==> src/rtl/imem_uart_loader.sv <==
// UART (8N1) program loader: receives a sync/length/payload/checksum frame and writes
// 32-bit big-endian words into imem, holding the CPU in reset until a good frame lands.
module imem_uart_loader #(
    parameter int CLKS_PER_BIT = 868,
    parameter int WORD         = 4096,
    parameter int ADDR_W       = 12
) (
    input  logic              clk,
    input  logic              rst_n,
    input  logic              rxd,
    output logic [ADDR_W-1:0] imem_addr,
    output logic [31:0]       imem_wdata,
    output logic              imem_we,
    output logic              cpu_rst,
    output logic              done,
    output logic              err
);

    localparam logic [15:0] HALF_M1   = 16'(CLKS_PER_BIT / 2 - 1);
    localparam logic [15:0] FULL_M1   = 16'(CLKS_PER_BIT - 1);
    localparam logic [15:0] WORD_N    = 16'(WORD);
    localparam logic [7:0]  SYNC_BYTE = 8'hA5;

    typedef enum logic [1:0] {RX_IDLE, RX_START, RX_DATA, RX_STOP} rx_state_t;
    typedef enum logic [2:0] {
        F_SYNC, F_LEN_HI, F_LEN_LO, F_DATA, F_CSUM, F_DONE, F_ERR
    } frame_state_t;

    rx_state_t    rx_state;
    frame_state_t fstate;

    logic              rxd_s1, rxd_s2, rxd_prev;
    logic [15:0]       rx_cnt;
    logic [2:0]        rx_bit;
    logic [7:0]        rx_shift;
    logic              byte_vld, frame_err;

    logic [15:0]       len;
    logic [ADDR_W:0]   wcnt;
    logic [1:0]        bcnt;
    logic [23:0]       word_sh;
    logic [7:0]        csum;

    // Word count is ADDR_W+1 bits so that N == WORD is reachable.
    function automatic logic is_last_word(input logic [ADDR_W:0] w, input logic [15:0] n);
        return (16'(w) + 16'd1) == n;
    endfunction

    function automatic logic len_bad(input logic [15:0] n);
        return (n == 16'd0) || (n > WORD_N);
    endfunction

    // RX front end: synchronizer, mid-bit sampling, byte_vld / frame_err pulses at mid-stop.
    always_ff @(posedge clk or negedge rst_n) begin
        if (!rst_n) begin
            rxd_s1    <= 1'b1;
            rxd_s2    <= 1'b1;
            rxd_prev  <= 1'b1;
            rx_state  <= RX_IDLE;
            rx_cnt    <= '0;
            rx_bit    <= '0;
            rx_shift  <= '0;
            byte_vld  <= 1'b0;
            frame_err <= 1'b0;
        end else begin
            rxd_s1    <= rxd;
            rxd_s2    <= rxd_s1;
            rxd_prev  <= rxd_s2;
            byte_vld  <= 1'b0;
            frame_err <= 1'b0;
            case (rx_state)
                RX_IDLE: begin
                    rx_cnt <= '0;
                    if (rxd_prev && !rxd_s2)
                        rx_state <= RX_START;
                end
                RX_START: begin
                    if (rx_cnt == HALF_M1) begin
                        rx_cnt   <= '0;
                        rx_bit   <= '0;
                        rx_state <= rxd_s2 ? RX_IDLE : RX_DATA;
                    end else begin
                        rx_cnt <= rx_cnt + 16'd1;
                    end
                end
                RX_DATA: begin
                    if (rx_cnt == FULL_M1) begin
                        rx_cnt   <= '0;
                        rx_shift <= {rxd_s2, rx_shift[7:1]};
                        rx_bit   <= rx_bit + 3'd1;
                        if (rx_bit == 3'd7)
                            rx_state <= RX_STOP;
                    end else begin
                        rx_cnt <= rx_cnt + 16'd1;
                    end
                end
                RX_STOP: begin
                    if (rx_cnt == FULL_M1) begin
                        rx_cnt   <= '0;
                        rx_state <= RX_IDLE;
                        if (rxd_s2)
                            byte_vld <= 1'b1;
                        else
                            frame_err <= 1'b1;
                    end else begin
                        rx_cnt <= rx_cnt + 16'd1;
                    end
                end
                default: rx_state <= RX_IDLE;
            endcase
        end
    end

    // Frame FSM: advances only on byte_vld or frame_err; all outputs registered.
    always_ff @(posedge clk or negedge rst_n) begin
        if (!rst_n) begin
            fstate     <= F_SYNC;
            imem_addr  <= '0;
            imem_wdata <= '0;
            imem_we    <= 1'b0;
            cpu_rst    <= 1'b1;
            done       <= 1'b0;
            err        <= 1'b0;
            len        <= '0;
            wcnt       <= '0;
            bcnt       <= '0;
            word_sh    <= '0;
            csum       <= '0;
        end else begin
            imem_we <= 1'b0;
            if (byte_vld) begin
                case (fstate)
                    F_SYNC, F_DONE, F_ERR: begin
                        if (rx_shift == SYNC_BYTE) begin
                            fstate  <= F_LEN_HI;
                            cpu_rst <= 1'b1;
                            done    <= 1'b0;
                            err     <= 1'b0;
                            csum    <= '0;
                        end
                    end
                    F_LEN_HI: begin
                        len[15:8] <= rx_shift;
                        fstate    <= F_LEN_LO;
                    end
                    F_LEN_LO: begin
                        len[7:0] <= rx_shift;
                        if (len_bad({len[15:8], rx_shift})) begin
                            fstate  <= F_ERR;
                            err     <= 1'b1;
                            cpu_rst <= 1'b1;
                        end else begin
                            wcnt   <= '0;
                            bcnt   <= '0;
                            fstate <= F_DATA;
                        end
                    end
                    F_DATA: begin
                        word_sh <= {word_sh[15:0], rx_shift};
                        csum    <= csum ^ rx_shift;
                        bcnt    <= bcnt + 2'd1;
                        if (bcnt == 2'd3) begin
                            imem_we    <= 1'b1;
                            imem_addr  <= wcnt[ADDR_W-1:0];
                            imem_wdata <= {word_sh, rx_shift};
                            wcnt       <= wcnt + 1'b1;
                            if (is_last_word(wcnt, len))
                                fstate <= F_CSUM;
                        end
                    end
                    F_CSUM: begin
                        if (rx_shift == csum) begin
                            fstate  <= F_DONE;
                            cpu_rst <= 1'b0;
                            done    <= 1'b1;
                        end else begin
                            fstate  <= F_ERR;
                            err     <= 1'b1;
                            cpu_rst <= 1'b1;
                        end
                    end
                    default: fstate <= F_SYNC;
                endcase
            end else if (frame_err) begin
                case (fstate)
                    F_LEN_HI, F_LEN_LO, F_DATA, F_CSUM: begin
                        fstate  <= F_ERR;
                        err     <= 1'b1;
                        cpu_rst <= 1'b1;
                    end
                    default: ;
                endcase
            end
        end
    end

endmodule

==> config.mk <==
export PLATFORM = sky130hd
export DESIGN_NAME = imem_uart_loader
export DESIGN_NICKNAME = d
export VERILOG_FILES = /design/src/rtl/imem_uart_loader.sv
export SDC_FILE = /design/constraint.sdc
export NUM_CORES = 1
export LEC_CHECK = 0
export ABC_CLOCK_PERIOD_IN_PS = 4200
export CAP_MARGIN = 20
export CORE_MARGIN = 1
export CORE_UTILIZATION = 49
export DETAILED_ROUTE_END_ITERATION = 6
export GPL_TIMING_DRIVEN = 0
export PLACE_DENSITY = 0.73
export REMOVE_ABC_BUFFERS = 1
export SYNTH_ARGS = -nofsm -noshare
export SYNTH_HDL_FRONTEND = slang
export SYNTH_SLANG_ARGS = --single-unit
==> constraint.sdc <==
create_clock -name clk -period 4.2 [get_ports clk]
set_input_delay 0.84 -clock clk [delete_from_list [all_inputs] [get_ports clk]]
set_output_delay 0.84 -clock clk [all_outputs]
set_load 0.02 [all_outputs]
==> flow_summary.yaml <==
floorplanning:
  die_w_um: 119
  core_um2: 13300
  initial_utilization: 0.503
  rows: 42
  ios: 51
  die_h_um: 119
  dieArea_um2: 14100
clock_tree:
  clock-sinks: 148
  clock_path_buffers: 2
  insertion_delay_ns: 0.43
  holdBufCountCts: 0
  cts_buffers: 17
  htreeDepth: 4
  path_clk_slew_ns: 0.06
  cts_tree: "yes"
  cts-root-buf: "clkbuf_16"
yosys:
  synth_edf_count: 0
  ys_warn_count: 0
  postSynthAreaPerCell_um2: 9.49
  ys_types: 52
  synthCells: 705
  synthArstFlopShare: 1.00
  ys_ff_latch: 148
  ys.flop_type: "dfrtp_1"
  ys_seq_area_frac: 0.554
  synth_area_um2: 6690
placed_design:
  dpl_cell_area_um2: 7370
  place.gp.congestion: 0.852
  port_buffers: 50
  hpwl_mm: 9.03
  dp_slack_ns: -0.198
worst_hold_path:
  hold_path_class: "in -> async"
finish:
  utilization: 0.604
  nets: 749
  fin_area_um2: 8030
  final_common_cell: "nand2_1"
  n_antenna_cell: 0
  area_growth_pct: 19.9
  drive_above_1_share: 0.0972
  final_cell_mix: "nand2_1 (200), dfrtp_1 (144), o21ai_0 (69), clkdlybuf4s50_1 (49), nor2_1 (43)"
sta:
  slew_viol_final: 0
  tightest_slew_ns: 1.07
  fin_worst_skew_ns: 0.0112
  setup_viol: 0
  finalSetupTns_ns: 0
  relSlewSlack: 0.288
  final_hold_viol_count: 0
  rsz0062_at_grt: "false"
  fin_crit_ns: 3.74
  fmax_mhz: 267
  fin_ws_ns: 0.457
  finalCritPeriodShare: 0.891
routing:
  wl_per_cell_um: 15.0
  viasPerCell: 5.45
  antenna_left: 0
  first_pass_iters: 5
  drc: 0
  drt_iter0_drc: 400
  num_vias: 5051
  wirelength_mm: 13.9
run:
  maxCapViolCount: 0
setup_path:
  critical_path_cell_count: 8
  critPathMaxFanout: 43
  crit_path_end: "wcnt[8]"
  worstReg2RegStart: "fstate[0]"
  path_cells: "nor2b_1, and3_1, nand2_2, buf_12, clkinvlp_4, a21oi_4, o21ai_0, o41ai_1"
  startpoint: "fstate[0]"
  reg2reg_slack_ns: 0.46
  path_class: "reg -> reg"
  worstRegToRegCells: 8
  r2r_end: "wcnt[8]"
  start_kind: "flop"
  crit_path_end_kind: "flop"
  arrival_ns: 4.03
  cp_slowest_cell: "and3_1"
  required_ns: 4.48
  cp_num_buf_inv: 2
  max_stage_delay_ns: 0.90
  cp_top_family: "simple AND/OR/NAND/NOR gates"
power:
  ir_drop_v: 0.000245
  p_per_area_nw_per_um2: 407
  power.leakage_uw: 0.00384
global_route:
  track_usage: 0.213
  grt_pass1_wl_mm: 23.5
  antenna_found_initial: 0
  grt_pass1_vias: 4699
  grt_max_degree: 102
  gr-total-overflow: 0
run_status:
  status: "completed"
[worst min-delay path by stage]
stage / startpoint / end / cells after the start
floorplan: rxd_s1 / rxd_s2 / 0
global placement: rxd_s1 / rxd_s2 / 0
detailed placement: rxd_s1 / rxd_s2 / 0
CTS: rst_n / wcnt[0] / 1
global route: rst_n / wcnt[0] / 1
finish: rst_n / wcnt[4] / 1
[cells in the mapped netlist (6+ instances only)]
library cell	count	share of area
a21oi_1	11	0.0082
and2_1	6	0.0056
and3_1	9	0.0084
clkbuf_1	32	0.018
dfrtp_1	144	0.54
ha_1	6	0.011
inv_1	14	0.0079
mux2_2	24	0.040
nand2_1	201	0.11
nand3_1	18	0.013
nand4_1	8	0.0075
nor2_1	43	0.024
nor3_1	8	0.0060
o21ai_0	69	0.052
xnor2_1	22	0.029
xor2_1	18	0.024
[through the flow]
stage	power, uW	instances	hold WS, ns
after global routing	3390	927	0.359
after CTS	3290	927	0.354
after floorplan	1580	666	0.345
after detailed placement	1650	897	0.348
after global placement	1630	892	0.346
final	3260	927	0.340
[registers in the layout (all words and copies together) (netlist names), 2 cells and up, named ones only]
name,flops
rx_cnt,16
fstate,3
word_sh,24
wcnt,13
len,16
imem_wdata,32
bcnt,2
rx_shift,8
imem_addr,12
csum,8
rx_bit,3
[cell type report]
type | count | area, um^2
fillers | 1083 | 5270
flip-flops and latches | 148 | 3710
multi-input cells | 503 | 2790
repair buffers | 55 | 609
clock buffers | 21 | 460
well taps | 176 | 220
clock inverters | 9 | 176
inverters | 15 | 60.1
[worst reg2reg max path, stage by stage (launching register included)]
cell and delay (ns):
dfrtp_1 0.59, nor2b_1 0.29, and3_1 0.90, nand2_2 0.61, buf_12 0.36, clkinvlp_4 0.37
a21oi_4 0.16, o21ai_0 0.22, o41ai_1 0.11
[metal layers]
metal  up-vias  wire, um  GRT usage
met4         0       227     0.0847
met1      2478      6400      0.298
li1       2425         -          -
met2       130      6680      0.327
met5         -         0          0
met3        18       618     0.0460
[kinds of logic (layout without fill, tap and decap cells)]
family	count (synthesis)	in the layout	share of synthesized area
buffers and inverters	54	100	0.0310
flip-flops	148	148	0.554
AO/OA/AOI/OAI	108	108	0.0931
XOR/XNOR	40	40	0.0523
AND/OR/NAND/NOR	320	320	0.210
multiplexers	29	29	0.0480
adder cells (fa/ha/maj)	6	6	0.0112
[report_power, final]
group	switching [uW]	total (uW)	internal (uW)
Combinational	91.0	131	40.3
Clock	567	1640	1080
Sequential	36.1	1490	1450
Total	694	3260	2570
[what timing repair did]
item,CTS,global route
hold endpoints to repair,0,0
resized for setup,1,2
setup endpoints to repair,13,13
buffers inserted,0,0
gates cloned,0,0
Note: power is estimated with default switching activity, not from simulation.
